File: config.mk
export PLATFORM = sky130hd
export DESIGN_NAME = ysyx_22050368_fetch_ctrl_flat
export DESIGN_NICKNAME = d
export VERILOG_FILES = /design/src/rtl/ysyx_22050368_fetch_ctrl_if.sv /design/src/rtl/ysyx_22050368_fetch_ctrl.sv /design/src/flat_wrapper.sv
export SDC_FILE = /design/constraint.sdc
export NUM_CORES = 1
export LEC_CHECK = 0
export ABC_CLOCK_PERIOD_IN_PS = 5100
export BUFFER_PORTS_ARGS = -buffer_cell sky130_fd_sc_hd__buf_2
export CAP_MARGIN = 10
export CORE_MARGIN = 2
export CORE_UTILIZATION = 45
export DETAILED_ROUTE_END_ITERATION = 10
export PLACE_DENSITY = 0.67
export RECOVER_POWER = 50
export SLEW_MARGIN = 20
export SYNTH_ARGS = -nofsm -noshare
export SYNTH_HDL_FRONTEND = slang
export SYNTH_SLANG_ARGS = --single-unit
File: constraint.sdc
create_clock -name clk -period 5.1 [get_ports clk]
set_input_delay 0.51 -clock clk [delete_from_list [all_inputs] [get_ports clk]]
set_output_delay 0.51 -clock clk [all_outputs]
set_load 0.01 [all_outputs]
File: src/rtl/ysyx_22050368_fetch_ctrl_if.sv
// Fetch controller bus bundle: redirect/hold from execute, imem request/response, decode output.
interface ysyx_22050368_fetch_ctrl_if #(
  parameter int unsigned ADDR_W = 32,
  parameter int unsigned INST_W = 32
);
  logic              jump_flag_i;
  logic [ADDR_W-1:0] jump_addr_i;
  logic              hold_flag_i;
  logic              req_valid_o;
  logic [ADDR_W-1:0] req_addr_o;
  logic              req_ready_i;
  logic              rsp_valid_i;
  logic [INST_W-1:0] rsp_inst_i;
  logic              inst_valid_o;
  logic [INST_W-1:0] inst_o;
  logic [ADDR_W-1:0] inst_pc_o;

  // Fetch controller side
  modport master (
    input  jump_flag_i, jump_addr_i, hold_flag_i, req_ready_i, rsp_valid_i, rsp_inst_i,
    output req_valid_o, req_addr_o, inst_valid_o, inst_o, inst_pc_o
  );

  // Environment side (imem + execute/decode)
  modport slave (
    output jump_flag_i, jump_addr_i, hold_flag_i, req_ready_i, rsp_valid_i, rsp_inst_i,
    input  req_valid_o, req_addr_o, inst_valid_o, inst_o, inst_pc_o
  );
endinterface

File: src/rtl/ysyx_22050368_fetch_ctrl.sv
// Fetch controller: owns the fetch PC, keeps one imem request outstanding and hands
// instructions to decode through a registered output stage backed by a one-entry skid.
module ysyx_22050368_fetch_ctrl #(
  parameter int unsigned       ADDR_W   = 32,
  parameter int unsigned       INST_W   = 32,
  parameter logic [ADDR_W-1:0] RESET_PC = 32'h8000_0000
) (
  input logic                     clk,
  input logic                     rst,
  ysyx_22050368_fetch_ctrl_if.master bus
);

  typedef enum logic [1:0] {StIdle, StReq, StWait, StFull} state_e;

  state_e            state_q;
  logic [ADDR_W-1:0] pc_q;
  logic [ADDR_W-1:0] fly_pc_q;
  logic              kill_q;
  logic              out_valid_q;
  logic [INST_W-1:0] out_inst_q;
  logic [ADDR_W-1:0] out_pc_q;
  logic              skid_valid_q;
  logic [INST_W-1:0] skid_inst_q;
  logic [ADDR_W-1:0] skid_pc_q;

  logic              consume;
  logic [ADDR_W-1:0] jump_pc;
  logic              unused_jump_lsb;

  assign consume         = out_valid_q & ~bus.hold_flag_i;
  assign jump_pc         = {bus.jump_addr_i[ADDR_W-1:2], 2'b00};
  assign unused_jump_lsb = ^bus.jump_addr_i[1:0];

  assign bus.req_valid_o  = (state_q == StReq);
  assign bus.req_addr_o   = pc_q;
  assign bus.inst_valid_o = out_valid_q;
  assign bus.inst_o       = out_inst_q;
  assign bus.inst_pc_o    = out_pc_q;

  // Fetch sequencing: reset, then redirect (overrides everything), then normal flow.
  always_ff @(posedge clk) begin
    if (rst) begin
      state_q      <= StIdle;
      pc_q         <= RESET_PC;
      fly_pc_q     <= '0;
      kill_q       <= 1'b0;
      out_valid_q  <= 1'b0;
      out_inst_q   <= '0;
      out_pc_q     <= '0;
      skid_valid_q <= 1'b0;
      skid_inst_q  <= '0;
      skid_pc_q    <= '0;
    end else if (bus.jump_flag_i) begin
      pc_q         <= jump_pc;
      out_valid_q  <= 1'b0;
      skid_valid_q <= 1'b0;
      unique case (state_q)
        StWait: begin
          if (bus.rsp_valid_i) begin
            // Stale response lands this cycle; drop it and refetch at once.
            kill_q  <= 1'b0;
            state_q <= StReq;
          end else begin
            kill_q  <= 1'b1;
          end
        end
        StReq: begin
          // A request accepted together with the jump is old-path and still in flight.
          if (bus.req_ready_i) begin
            fly_pc_q <= pc_q;
            kill_q   <= 1'b1;
            state_q  <= StWait;
          end
        end
        default: begin
          kill_q  <= 1'b0;
          state_q <= StReq;
        end
      endcase
    end else begin
      if (consume) begin
        out_valid_q <= 1'b0;
      end
      unique case (state_q)
        StIdle: state_q <= StReq;
        StReq: begin
          if (bus.req_ready_i) begin
            fly_pc_q <= pc_q;
            pc_q     <= pc_q + ADDR_W'(4);
            state_q  <= StWait;
          end
        end
        StWait: begin
          if (bus.rsp_valid_i) begin
            if (kill_q) begin
              kill_q  <= 1'b0;
              state_q <= StReq;
            end else if (!out_valid_q || consume) begin
              out_valid_q <= 1'b1;
              out_inst_q  <= bus.rsp_inst_i;
              out_pc_q    <= fly_pc_q;
              state_q     <= StReq;
            end else begin
              skid_valid_q <= 1'b1;
              skid_inst_q  <= bus.rsp_inst_i;
              skid_pc_q    <= fly_pc_q;
              state_q      <= StFull;
            end
          end
        end
        StFull: begin
          if (consume) begin
            out_valid_q  <= 1'b1;
            out_inst_q   <= skid_inst_q;
            out_pc_q     <= skid_pc_q;
            skid_valid_q <= 1'b0;
            state_q      <= StReq;
          end
        end
        default: state_q <= StIdle;
      endcase
    end
  end

endmodule
File: src/flat_wrapper.sv
// flat-port wrapper written by rule: the top's interface ports become plain ports
module ysyx_22050368_fetch_ctrl_flat 
#(
  parameter int unsigned       ADDR_W   = 32,
  parameter int unsigned       INST_W   = 32,
  parameter logic [ADDR_W-1:0] RESET_PC = 32'h8000_0000
)
  (clk, rst, bus_jump_flag_i, bus_jump_addr_i, bus_hold_flag_i, bus_req_ready_i, bus_rsp_valid_i, bus_rsp_inst_i, bus_req_valid_o, bus_req_addr_o, bus_inst_valid_o, bus_inst_o, bus_inst_pc_o);
  ysyx_22050368_fetch_ctrl_if #(.ADDR_W(ADDR_W), .INST_W(INST_W)) bus_i ();
  input logic clk;
  input logic rst;
  input wire logic [$bits(bus_i.jump_flag_i)-1:0] bus_jump_flag_i;
  input wire logic [$bits(bus_i.jump_addr_i)-1:0] bus_jump_addr_i;
  input wire logic [$bits(bus_i.hold_flag_i)-1:0] bus_hold_flag_i;
  input wire logic [$bits(bus_i.req_ready_i)-1:0] bus_req_ready_i;
  input wire logic [$bits(bus_i.rsp_valid_i)-1:0] bus_rsp_valid_i;
  input wire logic [$bits(bus_i.rsp_inst_i)-1:0] bus_rsp_inst_i;
  output wire logic [$bits(bus_i.req_valid_o)-1:0] bus_req_valid_o;
  output wire logic [$bits(bus_i.req_addr_o)-1:0] bus_req_addr_o;
  output wire logic [$bits(bus_i.inst_valid_o)-1:0] bus_inst_valid_o;
  output wire logic [$bits(bus_i.inst_o)-1:0] bus_inst_o;
  output wire logic [$bits(bus_i.inst_pc_o)-1:0] bus_inst_pc_o;
  assign bus_i.jump_flag_i = bus_jump_flag_i;
  assign bus_i.jump_addr_i = bus_jump_addr_i;
  assign bus_i.hold_flag_i = bus_hold_flag_i;
  assign bus_i.req_ready_i = bus_req_ready_i;
  assign bus_i.rsp_valid_i = bus_rsp_valid_i;
  assign bus_i.rsp_inst_i = bus_rsp_inst_i;
  assign bus_req_valid_o = bus_i.req_valid_o;
  assign bus_req_addr_o = bus_i.req_addr_o;
  assign bus_inst_valid_o = bus_i.inst_valid_o;
  assign bus_inst_o = bus_i.inst_o;
  assign bus_inst_pc_o = bus_i.inst_pc_o;
  ysyx_22050368_fetch_ctrl #(.ADDR_W(ADDR_W), .INST_W(INST_W), .RESET_PC(RESET_PC)) u_core (.clk(clk), .rst(rst), .bus(bus_i));
endmodule
==> qor.yml <==
run_status:
  status: "complete, but fails checks"
  violations: "capacitance limit, slew limit"
clock_network:
  cts_tree: "yes"
  cts_buffer_depth: 2
  cts.sinks: 188
  cts_resized: 0
  htree_levels: 4
  cts_root_buf: "clkbuf_16"
  path_clk_slew_ns: 0.07
  cts_inserted_buffers: 17
  cts_hold_buf: 0
  cts_setup_buffers: 0
  clk_latency_ns: 0.43
timing:
  rsz0062_at_grt: "false"
  tns_ns: 0
  setup_viol: 0
  worst_pin_slew_ns: 2.89
  max_slew_margin_pct: -92.6
  finalCritPeriodShare_pct: 68.6
  finalHoldViolations: 0
  fin_skew_ns: 0.0148
  maxSlewViolCount: 177
  fmax_mhz: 286
  layout_min_cycle_time_ns: 3.50
synthesis:
  yosysMostFrequentCell: "nand2_1"
  synth_seq_area_share_pct: 43.8
  synth-edff-count: 0
  synth_top_cell_by_area: "dfxtp_1"
  yosysWarnings: 0
  synthArstFlopShare_pct: 0
  avgSynthCellArea_um2: 8.35
  yosys-top-cells-area: "dfxtp_1, a211oi_1, nand2_1"
  synth_ff_type: "dfxtp_1"
  yosysUniqueCellTypes: 47
  ys_ff_latch: 188
  synth.cell_area_mm2: 0.00859
  synth_commonest_cells: "nand2_1, dfxtp_1, a211oi_1"
  synth_cells: 1029
  netlist.area_leader.share_pct: 43.8
detailed_routing:
  drc: 0
  via_per_inst: 5.44
  drtIter0Drc: 439
  drt.antenna.violating_nets: 0
  drt-pass1-iter-count: 4
  post_drt_wl_per_cell_um: 16.5
  wl_um: 22600
  num_vias: 7455
pwr:
  irDropWorstVdd_uv: 214
  p_per_area_mw_per_mm2: 315
  leakage_nw: 3.23
flow_run:
  max-cap-violations: 2
critical_path:
  max_stage_delay_ns: 2.01
  path_cells: "clkbuf_2 -> buf_4 -> nor2_1 -> or3_1"
  crit_slowest_cell: "clkbuf_2"
  cpLargestDelayFamily: "buffers and inverters"
  worstSetupStartpointType: "input port"
  cp.required_ns: 5.41
  arrival_ns: 3.81
  worstSetupPathType: "in2reg"
  crit_path_max_fanout: 142
  path_buf_inv: 2
  worstSetupEndpointType: "flop"
place:
  place_congestion: 0.751
  io_buffer_count: 161
  hpwl_um: 13500
grt:
  grt_max_degree: 143
  antenna_found_initial: 0
  globalRouteOverflowTotal: 0
  grt_pass1_vias: 7115
  grt_pass1_wl_um: 36900
  grt_usage_pct: 22.6
die:
  design.core.area_mm2: 0.0187
  die_area_mm2: 0.0202
  rows: 50
  num_io_pins: 168
  die_x_um: 142
  die_height_um: 142
  initial_utilization_pct: 45.9
final_layout:
  post-route-util_pct: 52.7
  syn2layout_area_growth_pct: 14.7
  num_antenna_cells: 0
  layout-drive-gt1-share_pct: 15.7
  fin_nets: 1198
worst_hold_path:
  hp-class: "in2reg"
-- metrics by stage --
stage | hold slack (ns) | setup WS, ns | power [mW] | cell area [µm²] | std cells
detailed placement | 0.441 | 1.99 | 1.84 | 9400 | 1339
global placement | 0.438 | 2.00 | 1.84 | 9400 | 1339
floorplan | 0.433 | 3.03 | 1.74 | 8600 | 1032
global route | 0.322 | 1.29 | 3.22 | 9850 | 1371
CTS | 0.315 | 1.97 | 3.13 | 9980 | 1371
finish | 0.327 | 1.60 | 3.10 | 9850 | 1371
-- logic make-up (layout without fill, tap and decap cells) --
group / after synthesis / in the layout / synth area share (%)
muxes: 62 / 62 / 8.13
other: 1 / 4 / 0.0437
AOI/OAI and AO/OA: 279 / 279 / 21.8
buffers and inverters: 171 / 276 / 7.89
and+or+nand+nor: 313 / 313 / 16.6
xor gates and xnor gates: 11 / 11 / 1.12
DFF: 188 / 188 / 43.8
adders and majority gates: 4 / 4 / 0.583
-- worst reg2reg max path: cells and delay by family, from the launching register on --
kind                       cells  cell delay (ns)
and+or+nand+nor                2             1.59
adders and majority gates      1             0.42
DFF                            1             0.34
buffers and inverters          1             0.06
AOI/OAI and AO/OA              2             0.65
-- placed cells by master (no fill, tap or decap), drive strengths merged, types with 6 or more instances in the layout --
master  instances
nand2         208
dfxtp         188
a211oi        136
clkbuf        116
a21oi          98
buf            75
inv            74
mux2           62
nor2           27
nand4          12
a311oi         11
or4             9
o31ai           9
nand3           9
and4            8
nor4            8
or3             8
nor3b           6
o31a            6
xor2            6
-- path summary, 6_finish.rpt --
kind	cells past startpoint	slack, ns	startpoint	end
max	4	1.60	rst	u_core.bus.req_addr_o[26]$_SDFFE_PP0P_
min	3	0.33	bus_rsp_inst_i[2]	u_core.skid_inst_q[2]$_SDFFE_PP0P_
max reg2reg	6	1.90	u_core.state_q[1]$_SDFFE_PP0P_	u_core.bus.req_addr_o[23]$_SDFFE_PP0P_
min reg2reg	2	0.45	u_core.bus.inst_o[20]$_SDFFE_PP0P_	u_core.bus.inst_o[20]$_SDFFE_PP0P_
-- flip-flops by register name, indices dropped and copies added (netlist names) --
signal and cells:
u_core.skid_inst_q 32, u_core.fly_pc_q 30, u_core.bus.inst_pc_o 30, u_core.bus.inst_o 32, u_core.kill_q 1, u_core.skid_pc_q 30, u_core.state_q 2, u_core.bus.req_addr_o 30
u_core.bus.inst_valid_o 1
-- power breakdown --
| group | internal, mW | leakage (nW) | total [mW] | switching, mW |
|---|---|---|---|---|
| Combinational | 0.0995 | 1.43 | 0.257 | 0.158 |
| Sequential | 1.50 | 1.52 | 1.55 | 0.0424 |
| Clock | 0.715 | 0.271 | 1.30 | 0.585 |
-- area by class of cell --
class                   count  area [µm²]
clock buffers              20         467
inverters                  73         274
multi-input cells         673        4180
repair buffers            171         762
well taps                 234         293
fillers                  1855        8850
clock inverters            12         113
flip-flops and latches    188        3760
-- per-layer routing --
| metal | wire length, µm | up-vias | share of wire (%) | GRT usage [%] |
|---|---|---|---|---|
| li1 | - | 3793 | - | - |
| met1 | 11500 | 3481 | 51 | 32.3 |
| met2 | 10100 | 176 | 45 | 35.7 |
| met3 | 993 | 5 | 4.4 | 3.94 |
| met4 | 87 | 0 | 0.38 | 5.16 |
| met5 | 0 | - | 0 | 0 |
Power figures use the tool's default switching activity.
